<file path="config.mk">
export PLATFORM = sky130hd
export DESIGN_NAME = fft_iter_seq
export DESIGN_NICKNAME = d
export VERILOG_FILES = /design/src/rtl/fft_seq_pkg.sv /design/src/rtl/flex_counter.sv /design/src/rtl/fft_iter_seq.sv
export SDC_FILE = /design/constraint.sdc
export NUM_CORES = 1
export LEC_CHECK = 0
export CAP_MARGIN = 20
export CORE_MARGIN = 4
export CORE_UTILIZATION = 44
export DETAILED_ROUTE_END_ITERATION = 7
export PLACE_DENSITY = 0.67
export SETUP_SLACK_MARGIN = 0.1
export SLEW_MARGIN = 20
export SYNTH_ARGS = -nofsm -noshare
export SYNTH_HDL_FRONTEND = slang
export SYNTH_SLANG_ARGS = --single-unit
</file>
<file path="constraint.sdc">
create_clock -name clk -period 5.07 [get_ports clk]
set_clock_uncertainty 0.2 [all_clocks]
set_input_delay 1.014 -clock clk [delete_from_list [all_inputs] [get_ports clk]]
set_output_delay 1.014 -clock clk [all_outputs]
set_load 0.05 [all_outputs]
</file>
<file path="src/rtl/fft_seq_pkg.sv">
// Shared types and defaults for the iterative FFT sequencer.
// Holds the FSM state enum and the default log2 of the largest FFT size.
package fft_seq_pkg;

   localparam int LOG2_MAX_DEF = 10;

   typedef enum logic [1:0] {
      S_IDLE = 2'd0,
      S_RUN  = 2'd1,
      S_DONE = 2'd2
   } state_e;

endpackage

</file>
<file path="src/rtl/flex_counter.sv">
// Up-counter with synchronous clear and a runtime rollover value.
// Ports: clk, reset (async high), clear_i, count_enable_i,
//        rollover_val_i -> count_o, at_max_o (count_o == rollover_val_i).
module flex_counter #(
   parameter int NUM_CNT_BITS = 4
) (
   input  logic                    clk,
   input  logic                    reset,
   input  logic                    clear_i,
   input  logic                    count_enable_i,
   input  logic [NUM_CNT_BITS-1:0] rollover_val_i,
   output logic [NUM_CNT_BITS-1:0] count_o,
   output logic                    at_max_o
);

   logic [NUM_CNT_BITS-1:0] count_q;
   logic [NUM_CNT_BITS-1:0] count_d;

   assign at_max_o = (count_q == rollover_val_i);
   assign count_o  = count_q;

   always_comb begin
      count_d = count_q;
      if (clear_i) begin
         count_d = '0;
      end else if (count_enable_i) begin
         count_d = at_max_o ? '0 : count_q + 1'b1;
      end
   end

   always_ff @(posedge clk or posedge reset) begin
      if (reset) begin
         count_q <= '0;
      end else begin
         count_q <= count_d;
      end
   end

endmodule

</file>
<file path="src/rtl/fft_iter_seq.sv">
// Iteration/stage sequencer for an in-place radix-2 FFT engine.
// Ports: clk, reset, start, abort, cfg_log2_points, iteration_strobe ->
//        busy, stage_strobe, done, cfg_error, iteration_count_out,
//        stage_count_out, twiddle_addr (combinational from the counts).
module fft_iter_seq
   import fft_seq_pkg::*;
#(
   parameter  int LOG2_MAX = LOG2_MAX_DEF,
   localparam int IW       = LOG2_MAX - 1,
   localparam int SW       = $clog2(LOG2_MAX)
) (
   input  logic          clk,
   input  logic          reset,
   input  logic          start,
   input  logic          abort,
   input  logic [SW:0]   cfg_log2_points,
   input  logic          iteration_strobe,
   output logic          busy,
   output logic          stage_strobe,
   output logic          done,
   output logic          cfg_error,
   output logic [IW-1:0] iteration_count_out,
   output logic [SW-1:0] stage_count_out,
   output logic [IW-1:0] twiddle_addr
);

   localparam logic [SW:0] LMIN = (SW+1)'(2);
   localparam logic [SW:0] LMAX = (SW+1)'(LOG2_MAX);

   state_e        state_q, state_d;
   logic [SW:0]   l_q, l_d;
   logic [SW-1:0] stage_q, stage_d;
   logic          busy_q, busy_d;
   logic          ss_q, ss_d;
   logic          done_q, done_d;
   logic          cerr_q, cerr_d;

   logic          cnt_clr;
   logic          cnt_en;
   logic          at_max;
   logic [IW-1:0] iter;
   logic [IW-1:0] roll;
   logic [IW:0]   pw;

   logic          is_idle;
   logic          is_run;
   logic          cfg_ok;
   logic          wrap;
   logic          last_stage;

   assign is_idle    = (state_q == S_IDLE);
   assign is_run     = (state_q == S_RUN);
   assign cfg_ok     = (cfg_log2_points >= LMIN) &&
                       (cfg_log2_points <= LMAX);
   assign cnt_en     = is_run & iteration_strobe & ~abort;
   assign wrap       = cnt_en & at_max;
   assign last_stage = ({1'b0, stage_q} == (l_q - 1'b1));

   // Group count per stage is 2^(L-1); the extra bit keeps L=LOG2_MAX exact.
   assign pw      = (IW+1)'(1) << (l_q - 1'b1);
   assign roll    = IW'(pw - 1'b1);
   assign cnt_clr = abort | ~is_run;

   flex_counter #(
      .NUM_CNT_BITS(IW)
   ) u_iter_cnt (
      .clk           (clk),
      .reset         (reset),
      .clear_i       (cnt_clr),
      .count_enable_i(cnt_en),
      .rollover_val_i(roll),
      .count_o       (iter),
      .at_max_o      (at_max)
   );

   always_ff @(posedge clk or posedge reset) begin
      if (reset) begin
         state_q <= S_IDLE;
         l_q     <= LMAX;
         stage_q <= '0;
         busy_q  <= 1'b0;
         ss_q    <= 1'b0;
         done_q  <= 1'b0;
         cerr_q  <= 1'b0;
      end else begin
         state_q <= state_d;
         l_q     <= l_d;
         stage_q <= stage_d;
         busy_q  <= busy_d;
         ss_q    <= ss_d;
         done_q  <= done_d;
         cerr_q  <= cerr_d;
      end
   end

   always_comb begin
      state_d = state_q;
      if (abort) begin
         state_d = S_IDLE;
      end else begin
         unique case (state_q)
            S_IDLE: if (start && cfg_ok) state_d = S_RUN;
            S_RUN:  if (wrap && last_stage) state_d = S_DONE;
            S_DONE: state_d = S_IDLE;
            default: state_d = S_IDLE;
         endcase
      end
   end

   always_comb begin
      busy_d  = (state_d != S_IDLE);
      ss_d    = wrap;
      done_d  = wrap & last_stage;
      cerr_d  = is_idle & start & ~abort & ~cfg_ok;
      l_d     = l_q;
      stage_d = stage_q;
      if (is_idle && start && !abort && cfg_ok) begin
         l_d = cfg_log2_points;
      end
      if (abort || !is_run) begin
         stage_d = '0;
      end else if (wrap && !last_stage) begin
         stage_d = stage_q + 1'b1;
      end
   end

   logic [IW-1:0] mask;
   logic [SW:0]   sh;

   // Keep the low s bits of the group index and scale into the ROM range.
   assign mask         = (IW'(1) << stage_q) - 1'b1;
   assign sh           = l_q - 1'b1 - {1'b0, stage_q};
   assign twiddle_addr = (iter & mask) << sh;

   assign busy                = busy_q;
   assign stage_strobe        = ss_q;
   assign done                = done_q;
   assign cfg_error           = cerr_q;
   assign iteration_count_out = iter;
   assign stage_count_out     = stage_q;

endmodule

</file>
==> run_results.csv, run 1 <==
group,metric,value,unit
status,outcome,"finished clean",
sta,tightest_slew,865.1,ps
yosys,ys_async_sr_fraction,100.0,%
clocking,cts.htree.levels,1,
sta,totalNegativeSetupSlack,0,ps
sta,timing.fmax,0.2245,GHz
pwr,p_per_area,305.2,mW/mm^2
floorplanning,core-area,0.005574,mm^2
clocking,tritoncts_clock_tree,"yes",
floorplanning,die-height,84.22,um
yosys,yosysUniqueCellTypes,69,
floorplanning,placementRows,27,
yosys,mappedNetlistNets,339,
pwr,ir_drop,0.0002103,V
grt,grt_util_all_layers,17.15,%
detailed_routing,detail-route-antenna-nets,0,
clocking,cts.path.max_buffers,2,
yosys,postSynth.topFlopCell,"dfrtp_1",
grt,number_of_global_route_vias_before_repair,2207,
pwr,power_leakage,0.001240,uW
floorplanning,starting_density_of_the_core,45.86,%
yosys,synth_area_per_cell,8.272,um^2
sta,setup_viol,0,
detailed_routing,drt-total-wl,6.280,mm
detailed_routing,drt_first_iter_violations,211,
placed_design,post-dp-hpwl,4.943,mm
yosys,synth.area.top_cells,"dfrtp_1, ha_1, xnor2_1",
yosys,basic_gate_share_of_the_synthesized_area_counting_and_or_nand_and_nor_cells,24.38,%
clocking,cts-hold-fix-buffers,0,
floorplanning,fp.dieW,84.22,um
cells_and_area,final_stage_net_count,365,
cells_and_area,layout.cells.non_filler,406,
grt,grt_overflow_total,0,
placed_design,dpl.cell_count,402,
clocking,numCtsBuffers,3,
cells_and_area,postLayoutCoreUtil,53.45,%
setup_path,worstPathMaxFanout,7,
sta,fin_crit_sh,87.88,%
detailed_routing,via_count,2381,
cells_and_area,drive_gt1_share,11.68,%
yosys,synth_largest_type_area_fraction,21.54,%
placed_design,buffer_ports.inserted,35,
setup_path,worst_ep_required_time,3860,ps
setup_path,r2r_slack,720,ps
yosys,synth.largest_area_cell,"dfrtp_1",
detailed_routing,vias_per_cell,5.865,
setup_path,worstSetupStartpointType,"flop",
sta,max_slew_vio_count,0,
placed_design,place_congestion,0.8842,
grt,antenna_violations_before_repair,0,
cells_and_area,diodes,0,
cells_and_area,fill_cells,534,
cells_and_area,fin_area,0.002979,mm^2
setup_path,endpoint_kind,"output port",
yosys,yosys.area_share.xor_xnor,8.566,%
cells_and_area,layout.cells.most_common_list,"nand2_1, clkdlybuf4s50_1, nor2_1",
clocking,clock_sink_total,24,
floorplanning,die-area,0.007093,mm^2
grt,grt_pass1_wl,10.33,mm
grt,grt_max_degree,25,
sta,hold_violations,0,
yosys,synth-seq-cells,24,
hold_path,class_of_the_tightest_hold_or_removal_check,"flop to flop",
yosys,syn_area,0.002556,mm^2
yosys,yosysSeqAreaShare,23.59,%
run,max_cap_viol_count,0,
sta,fin_worst_hold_slack,293.2,ps
sta,relSlewSlack,42.26,%
setup_path,worstSetupPathType,"flop to output port",
yosys,syn-instance-count,309,
cells_and_area,syn_to_final_growth,16.54,%
yosys,synth_edf_count,0,
sta,finalWorstPathRequiredPeriod,4455,ps
clocking,clk-insertion-delay-late,250,ps
floorplanning,boundaryPins,36,
setup_path,critical_path_arrival,3240,ps
clocking,clk_root_buffer_cell,"clkbuf_8",
sta,rsz0062_at_grt,"false",
yosys,synthMuxAreaShare,5.825,%
detailed_routing,detail_route.wl_per_cell,15.47,um
detailed_routing,drt_pre_antenna_iters,4,
yosys,synth_compound_area_share,21.39,%
yosys,combinational_family_with_the_most_area_after_synthesis,"simple AND/OR/NAND/NOR gates",
yosys,synth_warnings,0,
placed_design,placed_cell_area,0.002919,mm^2
clocking,clock_pin_slew_on_the_worst_setup_and_hold_paths,80,ps
detailed_routing,drc,0,
yosys,post_synth_fa_ha_maj_area_fraction,10.08,%
[state kept, by name (all words and copies together) (netlist names)]
signal              flops
done                    1
stage_strobe            1
state_q                 2
cfg_error               1
busy                    1
u_iter_cnt.count_o      9
stage_count_out         4
l_q                     5
[report_power, final]
| group | internal (uW) | switching [uW] |
|---|---|---|
| Clock | 69.0 | 54.4 |
| Combinational | 215 | 346 |
| Sequential | 205 | 19.8 |
[area by class of cell]
| class | count | area, um^2 | share of cell area, % |
|---|---|---|---|
| flip-flops and latches | 24 | 603.1 | 20.24 |
| inverters | 16 | 60.06 | 2.016 |
| multi-input cells | 250 | 1795 | 60.27 |
| well taps | 72 | 90.09 | 3.024 |
| clock buffers | 4 | 55.05 | 1.848 |
| repair buffers | 40 | 375.4 | 12.60 |
[path summary, 6_finish.rpt]
check / startpoint / cells after the start / end
worst min-delay path: state_q[1]$_DFF_PP0_ / 1 / busy$_DFF_PP0_
worst max-delay path: l_q[1]$_DFFE_PP1P_ / 11 / twiddle_addr[6]
worst min register to register: state_q[1]$_DFF_PP0_ / 1 / busy$_DFF_PP0_
min in group asynchronous: reset / 2 / u_iter_cnt.count_o[6]$_DFFE_PP0P_
worst max register to register: l_q[1]$_DFFE_PP1P_ / 15 / stage_count_out[0]$_DFFE_PP0P_
max in group asynchronous: reset / 2 / cfg_error$_DFF_PP0_
[cell families (layout without fill, tap and decap cells)]
logic type                 Yosys count  in the layout
and+or+nand+nor                    118            118
AOI/OAI and AO/OA                   74             74
buffers and inverters               35             60
xor gates and xnor gates            25             25
DFF                                 24             24
adders and majority gates           20             20
muxes                               13             13
[per-stage QoR]
step / setup WS [ps] / total power [uW]
2_1_floorplan: 220.7 / 661.2
3_3_place_gp: 608.3 / 781.3
3_5_place_dp: 604.1 / 784.3
4_1_cts: 310.4 / 908.3
5_1_grt: 382.7 / 982.7
6_report: 614.7 / 909.2
[worst max-delay path, cell delays in order (launching register included)]
cell and delay, ps:
dfstp_2 600, inv_1 90, ha_1 240, ha_1 320, inv_1 80, ha_1 360
a21o_1 180, a21oi_1 160, xnor2_1 180, nand3_1 260, o21ai_0 270, buf_4 230
[synth_stat cells, types with 3 or more instances]
cell type and number:
and2_1 6, buf_2 4, nand2_1 26, nand4_1 4
mux2i_1 7, nor3_1 15, xor2_1 12, a21oi_1 12
or3_1 3, dfrtp_1 22, a211oi_1 4, nor2b_1 10
o21ai_0 19, o211ai_1 3, ha_1 19, mux2_2 5
nand2b_1 5, nor4_1 3, nand3_1 8, clkbuf_1 12
xnor2_1 13, nor2_1 23, inv_1 15
[repair_timing]
action / CTS / global route
buffers inserted: 0 / 0
gates resized for setup: 0 / 2
hold endpoints to repair: 0 / 0
endpoints found under the setup margin: 0 / 2
[per-layer routing]
layer,wire (um),part of all wire [%],up-vias,global-route usage [%]
met2,2909,46,54,28.48
met3,214,3.4,8,1.178
met1,3070,49,1145,24.08
li1,-,-,1174,-
met4,86,1.4,0,4.532
met5,0,0,-,0
Note: power is estimated with default switching activity, not from simulation.
==> run 2: changes to the inputs <==
Settings changed: GPL_TIMING_DRIVEN set to 0, SKIP_LAST_GASP set to 1.
==> run 2 against run 1 <==
Against the previous run:
- power increased by 1.7%
- combinational power increased by 2%
- clock-buffer cell count unchanged
- critical path depth increased by 3
- register-to-register slack got worse by 330 ps
- flip-flop and latch count unchanged
- wire length increased by 1.4%
- worst setup slack got worse by 330 ps
- sequential share of layout area decreased by 0.33 points
- core utilization increased by 0.99 points
- design area increased by 1.8%
- clock power increased by 3%
==> run_results.csv, run 2 (synthesis results as in run 1) <==
group,metric,value,unit
status,outcome,"finished clean",
setup_path,worstPathMaxFanout,10,
sta,tightest_slew,884.5,ps
setup_path,timing.critical_path.max_delay_family,"adder cells",
clocking,cts.path.max_buffers,2,
floorplanning,fp.dieW,84.22,um
sta,fin_worst_hold_slack,282.8,ps
setup_path,cp_slowest_stage_delay,600,ps
grt,antenna_violations_before_repair,0,
detailed_routing,detail-route-antenna-nets,0,
cells_and_area,final_stage_net_count,379,
sta,hold_violations,0,
clocking,numCtsBuffers,3,
floorplanning,die-height,84.22,um
run,max_cap_viol_count,0,
sta,setup_viol,0,
floorplanning,boundaryPins,36,
placed_design,dpl.cell_count,416,
setup_path,crit_path_top_delay_cell,"dfstp_2",
sta,rsz0062_at_grt,"true",
detailed_routing,vias_per_cell,5.688,
floorplanning,core-area,0.005574,mm^2
placed_design,post-dp-hpwl,4.960,mm
clocking,cts.htree.levels,1,
detailed_routing,drt_pre_antenna_iters,4,
grt,grt_max_degree,25,
hold_path,class_of_the_tightest_hold_or_removal_check,"flop to flop",
setup_path,critical_path.n_buffers_inverters,4,
detailed_routing,drt_first_iter_violations,156,
detailed_routing,via_count,2389,
placed_design,place_congestion,0.8402,
grt,grt_util_all_layers,17.49,%
sta,max_slew_vio_count,0,
detailed_routing,detail_route.wl_per_cell,15.16,um
grt,grt_overflow_total,0,
cells_and_area,largest_reg_flops,9,
sta,fin_crit_sh,94.43,%
grt,grt_pass1_wl,10.44,mm
placed_design,placed_cell_area,0.002997,mm^2
cells_and_area,layout.cells.most_common_list,"nand2_1, clkdlybuf4s50_1, nor2_1",
setup_path,worstSetupStartpointType,"flop",
sta,totalNegativeSetupSlack,0,ps
pwr,p_per_area,304.6,mW/mm^2
pwr,ir_drop,0.0001676,V
setup_path,timing.critical_path.mode_cell,"ha_1",
sta,timing.fmax,0.2089,GHz
floorplanning,placementRows,27,
clocking,clk_root_buffer_cell,"clkbuf_8",
placed_design,buffer_ports.inserted,35,
floorplanning,die-area,0.007093,mm^2
detailed_routing,drc,0,
setup_path,crit_chain,"inv_1 > ha_1 > ha_1 > clkbuf_4 > inv_1 > ha_1 > a21o_1 > a21oi_1 > xnor2_1 > nand2_1 > nor2_2 > a32oi_1 > o21ai_0 > clkbuf_4",
cells_and_area,layout.cells.non_filler,420,
cells_and_area,fin_area,0.003034,mm^2
setup_path,worstSetupPathType,"flop to output port",
floorplanning,starting_density_of_the_core,45.86,%
detailed_routing,drt-total-wl,6.366,mm
setup_path,critical_path_arrival,3570,ps
pwr,power_leakage,0.001230,uW
setup_path,endpoint_kind,"output port",
pwr,totalPowerFinal,924.2,uW
sta,finalWorstPathRequiredPeriod,4788,ps
grt,number_of_global_route_vias_before_repair,2206,
clocking,clk-insertion-delay-late,260,ps
clocking,clock_sink_total,24,
cells_and_area,drive_gt1_share,13.22,%
sta,relSlewSlack,40.97,%
clocking,cts-hold-fix-buffers,0,
clocking,clock_pin_slew_on_the_worst_setup_and_hold_paths,80,ps
cells_and_area,syn_to_final_growth,18.70,%
setup_path,worst_ep_required_time,3860,ps
clocking,tritoncts_clock_tree,"yes",
cells_and_area,diodes,0,
## run 2: routing by layer
layer / global-route usage (%) / part of all wire [%] / wire length (um)
met3: 1.276 / 3.8 / 242
met1: 24.85 / 49 / 3116
met5: 0 / 0 / 0
met4: 4.094 / 0.82 / 52
met2: 28.91 / 46 / 2955
## run 2: worst register-to-register path: cells and delay by family (launching register included)
family / cells / cell delay (ps)
xor gates and xnor gates: 1 / 190
adders and majority gates: 2 / 530
and+or+nand+nor: 5 / 1270
DFF: 1 / 600
muxes: 1 / 140
AOI/OAI and AO/OA: 5 / 1400
buffers and inverters: 2 / 230
## run 2: repair_timing
item	4_1_cts	5_1_grt
endpoints found under the setup margin	9	19
resized for setup	17	28
buffers inserted	0	0
## run 2: where the power goes
| part | internal (uW) | switching (uW) |
|---|---|---|
| logic | 210 | 362 |
| registers | 205 | 21.1 |
| clock network | 69.2 | 57.3 |
| total | 484 | 440 |
## run 2: path summary, 6_finish.rpt
path | startpoint | endpoint | slack, ps | depth (start not counted)
min in group asynchronous | reset | u_iter_cnt.count_o[3]$_DFFE_PP0P_ | 1030 | 2
min | state_q[1]$_DFF_PP0_ | busy$_DFF_PP0_ | 280 | 1
min reg2reg | state_q[1]$_DFF_PP0_ | busy$_DFF_PP0_ | 280 | 1
max reg2reg | l_q[1]$_DFFE_PP1P_ | stage_count_out[0]$_DFFE_PP0P_ | 390 | 16
max in group asynchronous | reset | l_q[0]$_DFFE_PP0P_ | 3040 | 2
max | l_q[1]$_DFFE_PP1P_ | twiddle_addr[8] | 280 | 14
## run 2: cell type report
class	count	area [um^2]
fillers	551	2540
multi-input cells	250	1812
flip-flops and latches	24	604.3
repair buffers	35	312.8
plain buffers	19	100.1
well taps	72	90.09
inverters	16	60.06
clock buffers	4	55.05
## run 2: through the flow
step | worst slack, ps | utilization [%]
final | 282.3 | 54.43
after global routing | 26.18 | 54.43
after CTS | 0.8602 | 54.68
after detailed placement | 17.77 | 53.76
after global placement | 55.73 | 53.76
after floorplan | 220.7 | -
==> run 3: changes to the inputs <==
Settings changed: CTS_CLUSTER_DIAMETER set to 40.
==> results of run 3 <==
Same layout as run 2: the final DEF is identical, and so are final timing and power.
